## src/rtl/amp_seq.sv

```systemverilog
// -----------------------------------------------------------------------------
// amp_seq -- class-D amplifier power-up / fault sequencer
//
// Purpose:
//   Brings the amplifier out of shutdown, holds it muted while it settles and
//   unmutes on an audio sample boundary. A filtered amplifier fault shuts it
//   down. After a cool-down the amplifier is retried. After MAX_RETRY faults
//   without a long enough fault-free run, the amplifier is locked off until
//   rst_n is asserted.
//
// Ports:
//   clk        in   system clock, all logic on the rising edge
//   rst_n      in   asynchronous active-low reset
//   seq_low    in   high = low-frequency EQ queues full (start request)
//   vld        in   one-clock pulse per new audio sample pair
//   Flt_n      in   amplifier fault, active-low, asynchronous to clk
//   sht_dwn    out  amplifier shutdown, high = amp off (registered)
//   mute       out  high = speaker driver forced to mid-scale (registered)
//   flt_lock   out  high = permanent fault lockout (registered)
//   retry_cnt  out  faults since last clear, saturating at 3 (registered)
// -----------------------------------------------------------------------------
module amp_seq #(
  parameter int SETTLE_CYC = 250000,
  parameter int COOL_CYC   = 2500000,
  parameter int FLT_FILT   = 4,
  parameter int MAX_RETRY  = 3
) (
  input  logic       clk,
  input  logic       rst_n,
  input  logic       seq_low,
  input  logic       vld,
  input  logic       Flt_n,
  output logic       sht_dwn,
  output logic       mute,
  output logic       flt_lock,
  output logic [1:0] retry_cnt
);

  localparam int FW = $clog2(FLT_FILT + 1);

  localparam logic [FW-1:0] FILT_MAX    = FW'(FLT_FILT);
  localparam logic [21:0]   SETTLE_LAST = 22'(SETTLE_CYC - 1);
  localparam logic [21:0]   COOL_LAST   = 22'(COOL_CYC - 1);
  localparam logic [21:0]   COOL_FULL   = 22'(COOL_CYC);
  localparam logic [1:0]    RETRY_MAX   = 2'(MAX_RETRY);

  typedef enum logic [2:0] {
    ST_IDLE   = 3'd0,
    ST_SETTLE = 3'd1,
    ST_RUN    = 3'd2,
    ST_FAULT  = 3'd3,
    ST_COOL   = 3'd4,
    ST_LOCK   = 3'd5
  } state_e;

  // Output pattern {sht_dwn, mute, flt_lock} for a state. The FSM loads the
  // output flops with the pattern of the state it is entering, so the outputs
  // always match the registered state without any decode after the flops.
  function automatic logic [2:0] out_dec(input state_e st);
    logic [2:0] o;
    case (st)
      ST_SETTLE: o = 3'b010;
      ST_RUN:    o = 3'b000;
      ST_LOCK:   o = 3'b111;
      default:   o = 3'b110;
    endcase
    return o;
  endfunction

  logic          flt_s1_q;
  logic          flt_s2_q;
  logic [FW-1:0] filt_q;
  logic [FW-1:0] filt_d;
  logic          flt_det_s;

  state_e        state_q;
  logic [21:0]   cnt_q;
  logic [1:0]    retry_q;
  logic          sht_dwn_q;
  logic          mute_q;
  logic          flt_lock_q;

  // Filter next value: any high sample restarts the count, otherwise count
  // consecutive low samples and hold at FLT_FILT.
  always_comb begin
    filt_d = filt_q;
    if (flt_s2_q) begin
      filt_d = '0;
    end else if (filt_q != FILT_MAX) begin
      filt_d = filt_q + FW'(1);
    end else begin
      filt_d = filt_q;
    end
  end

  // Fault seen once FLT_FILT consecutive low samples have been counted.
  assign flt_det_s = (filt_q == FILT_MAX);

  // Two-flop synchronizer for the asynchronous fault pin and the glitch filter.
  always_ff @(posedge clk or negedge rst_n) begin
    if (!rst_n) begin
      flt_s1_q <= 1'b1;
      flt_s2_q <= 1'b1;
      filt_q   <= '0;
    end else begin
      flt_s1_q <= Flt_n;
      flt_s2_q <= flt_s1_q;
      filt_q   <= filt_d;
    end
  end

  // Sequencer FSM with the shared delay counter, retry counter and outputs.
  always_ff @(posedge clk or negedge rst_n) begin
    if (!rst_n) begin
      state_q    <= ST_IDLE;
      cnt_q      <= 22'd0;
      retry_q    <= 2'd0;
      sht_dwn_q  <= 1'b1;
      mute_q     <= 1'b1;
      flt_lock_q <= 1'b0;
    end else begin
      case (state_q)
        ST_IDLE: begin
          if (seq_low) begin
            state_q                          <= ST_SETTLE;
            {sht_dwn_q, mute_q, flt_lock_q}  <= out_dec(ST_SETTLE);
          end else begin
            state_q <= ST_IDLE;
          end
          cnt_q <= 22'd0;
        end

        // Counts to SETTLE_LAST, then waits for a vld sampled while already
        // waiting, so a vld on the completing edge itself is not used.
        ST_SETTLE: begin
          if (flt_det_s) begin
            state_q                         <= ST_FAULT;
            cnt_q                           <= 22'd0;
            {sht_dwn_q, mute_q, flt_lock_q} <= out_dec(ST_FAULT);
          end else if (cnt_q == SETTLE_LAST) begin
            if (vld) begin
              state_q                         <= ST_RUN;
              cnt_q                           <= 22'd0;
              {sht_dwn_q, mute_q, flt_lock_q} <= out_dec(ST_RUN);
            end else begin
              cnt_q <= cnt_q;
            end
          end else begin
            cnt_q <= cnt_q + 22'd1;
          end
        end

        // Fault has priority over the retry clear on the same edge.
        ST_RUN: begin
          if (flt_det_s) begin
            state_q                         <= ST_FAULT;
            cnt_q                           <= 22'd0;
            {sht_dwn_q, mute_q, flt_lock_q} <= out_dec(ST_FAULT);
          end else if (cnt_q != COOL_FULL) begin
            cnt_q <= cnt_q + 22'd1;
            if (cnt_q == COOL_LAST) begin
              retry_q <= 2'd0;
            end else begin
              retry_q <= retry_q;
            end
          end else begin
            cnt_q <= cnt_q;
          end
        end

        ST_FAULT: begin
          state_q                         <= ST_COOL;
          cnt_q                           <= 22'd0;
          retry_q                         <= (retry_q == 2'd3) ? 2'd3 : retry_q + 2'd1;
          {sht_dwn_q, mute_q, flt_lock_q} <= out_dec(ST_COOL);
        end

        ST_COOL: begin
          if (cnt_q == COOL_LAST) begin
            cnt_q <= 22'd0;
            if (retry_q == RETRY_MAX) begin
              state_q                         <= ST_LOCK;
              {sht_dwn_q, mute_q, flt_lock_q} <= out_dec(ST_LOCK);
            end else begin
              state_q                         <= ST_IDLE;
              {sht_dwn_q, mute_q, flt_lock_q} <= out_dec(ST_IDLE);
            end
          end else begin
            cnt_q <= cnt_q + 22'd1;
          end
        end

        ST_LOCK: begin
          state_q <= ST_LOCK;
          cnt_q   <= 22'd0;
        end

        default: begin
          state_q                         <= ST_IDLE;
          cnt_q                           <= 22'd0;
          {sht_dwn_q, mute_q, flt_lock_q} <= out_dec(ST_IDLE);
        end
      endcase
    end
  end

  assign sht_dwn   = sht_dwn_q;
  assign mute      = mute_q;
  assign flt_lock  = flt_lock_q;
  assign retry_cnt = retry_q;

endmodule
```

## config.mk

```make
export PLATFORM = sky130hd
export DESIGN_NAME = amp_seq
export DESIGN_NICKNAME = d
export VERILOG_FILES = /design/src/rtl/amp_seq.sv
export SDC_FILE = /design/constraint.sdc
export NUM_CORES = 1
export LEC_CHECK = 0
export CORE_MARGIN = 4
export CORE_UTILIZATION = 53
export DETAILED_ROUTE_END_ITERATION = 12
export DONT_BUFFER_PORTS = 1
export PLACE_DENSITY = 0.74
export SLEW_MARGIN = 0
export SYNTH_ARGS = -nofsm -noshare
export SYNTH_HDL_FRONTEND = slang
export SYNTH_SLANG_ARGS = --single-unit
export TNS_END_PERCENT = 100
```

## constraint.sdc

```tcl
create_clock -name clk -period 2.3 [get_ports clk]
set_clock_uncertainty 0.1 [all_clocks]
set_input_delay 0.575 -clock clk [delete_from_list [all_inputs] [get_ports clk]]
set_output_delay 0.575 -clock clk [all_outputs]
set_load 0.01 [all_outputs]
```

==> impl_metrics.ini <==
[yosys]
synth.cell_area_mm2 = 0.00199
yosys_warnings = 0
netlist_top_cells_count = sky130_fd_sc_hd__dfrtp_1, sky130_fd_sc_hd__nor2_1, sky130_fd_sc_hd__nand2_1
seq_area_frac_synth_pct = 44.3
ys.flop_type = sky130_fd_sc_hd__dfrtp_1
post_synth_main_area_contributors = sky130_fd_sc_hd__dfrtp_1, sky130_fd_sc_hd__xor2_1, sky130_fd_sc_hd__dfstp_2
synth_async_sr_flop_share_pct = 100
synth_cells = 204
synth_enable_flop_cells = 0
synth.net_count = 213
library_cell_with_the_largest_summed_area_after_synthesis = sky130_fd_sc_hd__dfrtp_1
synthesized_area_per_cell_um2 = 9.75
yosys.cell_count.top_type = sky130_fd_sc_hd__dfrtp_1
synth.ff_latch_count = 35
synth_top_area_share_pct = 39.0
synth.lib_cells_used.distinct = 49

[route]
drt-wirelength-per-cell_um = 15.5
wl_um = 3990
viasPerCell = 5.86
vias = 1512
first_pass_iters = 4
antenna_violating_nets_post_route = 0
drt_drc_violations_left = 0
drt_first_iter_violations = 88

[final_layout]
drive_above_1_share_pct = 15.6
fillers = 287
multi_input_area_mm2 = 0.00105
number_of_nets_at_the_end_of_the_flow = 220
syn_to_final_growth_pct = 9.12
antenna_cells_inserted = 0
ff_latch_area_um2 = 881

[sta]
layout_setup_ws_ns = 0.134
finalHoldWorstSlack_ns = 0.185
max_transition_viols_final = 0
hold_viol_final = 0
clock.fmax_mhz = 462
portion_of_the_clock_cycle_consumed_by_the_worst_path_in_the_final_layout_pct = 94.2
maxSlewHeadroom_pct = 64.9
setup_viol = 0
min_period_ns = 2.17
tightestPinTransition_ns = 0.525

[clocking]
cts_max_level = 2
cts_root_buf = sky130_fd_sc_hd__clkbuf_8
clk-insertion-delay-late_ns = 0.29
cts_buffer_depth = 2
cts.repair_timing.setup_buffer_count = 0
clk_pin_slew_ns = 0.07
number_of_cts_inserted_buffers = 5
tritoncts_num_sinks = 35
tritoncts = yes

[worst_setup_path]
rr_worst_depth = 7
endpoint_type_of_the_worst_setup_path = flop
crit_path_dat_ns = 2.24
setup.worst_path.class = reg2reg
rr_startpoint = filt_q[0]
worst_setup_path_endpoint = flt_lock
critPathMaxFanout = 5
startpoint_type = flop
regToRegSetupSlack_ns = 0.13
crit_start = filt_q[0]
crit-reg2reg-capture = flt_lock
data_required_critical_path_ns = 2.38

[die]
design.core.area_mm2 = 0.00347
die_x_um = 69.3
initial_utilization_pct = 57.4
fp-row-count = 21
die_height_um = 69.3
fp.dieArea_mm2 = 0.00480
design.portCount = 10

[place]
gp_routability_congestion = 0.872
place_ws_ns = 0.0813
dp.final_hpwl_um = 2760
io_buffers = 0

[global_route]
vias_in_the_first_global_route = 1466
grt_max_degree = 32
gr-usage-all-layers_pct = 17.8
grt_first_pass_wirelength_um = 6910
grt_antenna_before_repair = 0
grt_remaining_overflow = 0

[worst_hold_path]
worstHoldPathCells = 0
min_path_type = in2reg

[outcome]
status = complete, no violations

[pwr]
power.density_cell_area_mw_per_mm2 = 898
vdd.ir_drop.worst_mv = 0.380
leakagePower_uw = 0.000869

[run]
max_cap_viol_count = 0
==> worst max-delay path: stages, from the launching register on <==
cell and delay (ns):
sky130_fd_sc_hd__dfrtp_1 0.39, sky130_fd_sc_hd__inv_1 0.06, sky130_fd_sc_hd__ha_1 0.26, sky130_fd_sc_hd__a21oi_2 0.21, sky130_fd_sc_hd__nand3b_1 0.21, sky130_fd_sc_hd__o21bai_2 0.31
sky130_fd_sc_hd__nand4_2 0.17, sky130_fd_sc_hd__mux2_2 0.35
==> per-layer routing <==
layer	wire length, um	global-route usage, %
met5	0	0
met4	71	7.16
met3	179	5.07
met2	1940	28.2
met1	1800	22.8
==> registers in the layout, indices dropped and copies added (netlist names) <==
register	count
flt_s1_q	1
retry_cnt	2
mute	1
flt_lock	1
state_q	3
filt_q	3
flt_s2_q	1
cnt_q	22
sht_dwn	1
==> how the worst min path moves through the flow <==
stage	start	to	slack (ns)
after floorplan	rst_n	cnt_q[0]	0.18
after global placement	rst_n	cnt_q[3]	0.18
after detailed placement	rst_n	cnt_q[0]	0.18
after CTS	rst_n	cnt_q[4]	0.0007
after global routing	Flt_n	flt_s1_q	0.15
final	Flt_n	flt_s1_q	0.18
==> area by class of cell <==
class | instances | share of cell area, %
Timing Repair Buffer | 5 | 2.54
Clock buffer | 8 | 4.61
Tap cell | 46 | 2.65
Inverter | 6 | 1.04
Multi-Input combinational cell | 158 | 48.6
Sequential cell | 35 | 40.6
==> per-stage QoR <==
| stage | cells | setup TNS, ns | total power, uW | area, um^2 | util (%) |
|---|---|---|---|---|---|
| 3_5_place_dp | 247 | 0 | 1440 | 2020 | 58.2 |
| 2_1_floorplan | 204 | 0 | 1410 | 1990 | - |
| 4_1_cts | 256 | 0 | 1950 | 2140 | 61.7 |
| 6_report | 258 | 0 | 1950 | 2170 | 62.6 |
| 5_1_grt | 258 | -0.0105 | 2080 | 2170 | 62.6 |
| 3_3_place_gp | 247 | 0 | 1400 | 2020 | 58.2 |
==> cells by family after synthesis <==
family	Yosys count	synth area share (%)
buf+inv	11	3.33
mux	3	1.70
simple gates	107	30.8
flops	35	44.3
fa+ha+maj	4	2.52
compound gates	23	8.11
xor+xnor	21	9.25
==> power by group <==
group          switching, uW  internal, uW
registers                151           716
logic                    338           261
clock network            211           273
total                    700          1250
==> cells in the final DEF (no fill, tap or decap), drive strengths merged, types with 4 or more instances in the layout <==
| cell type | n |
|---|---|
| a21oi | 8 |
| clkbuf | 8 |
| dfrtp | 31 |
| dfstp | 4 |
| ha | 4 |
| inv | 6 |
| nand2 | 18 |
| nand3 | 13 |
| nand4 | 9 |
| nor2 | 24 |
| nor3 | 10 |
| nor3b | 4 |
| nor4b | 4 |
| o21ai | 6 |
| o31ai | 4 |
| xnor2 | 6 |
| xor2 | 15 |
==> timing repair <==
item	in CTS	in global routing
hold endpoints to repair	31	11
hold buffers	1	2
endpoints found under the setup margin	0	19
resized for setup	0	3
No activity file was read; power rests on OpenSTA's default activity.
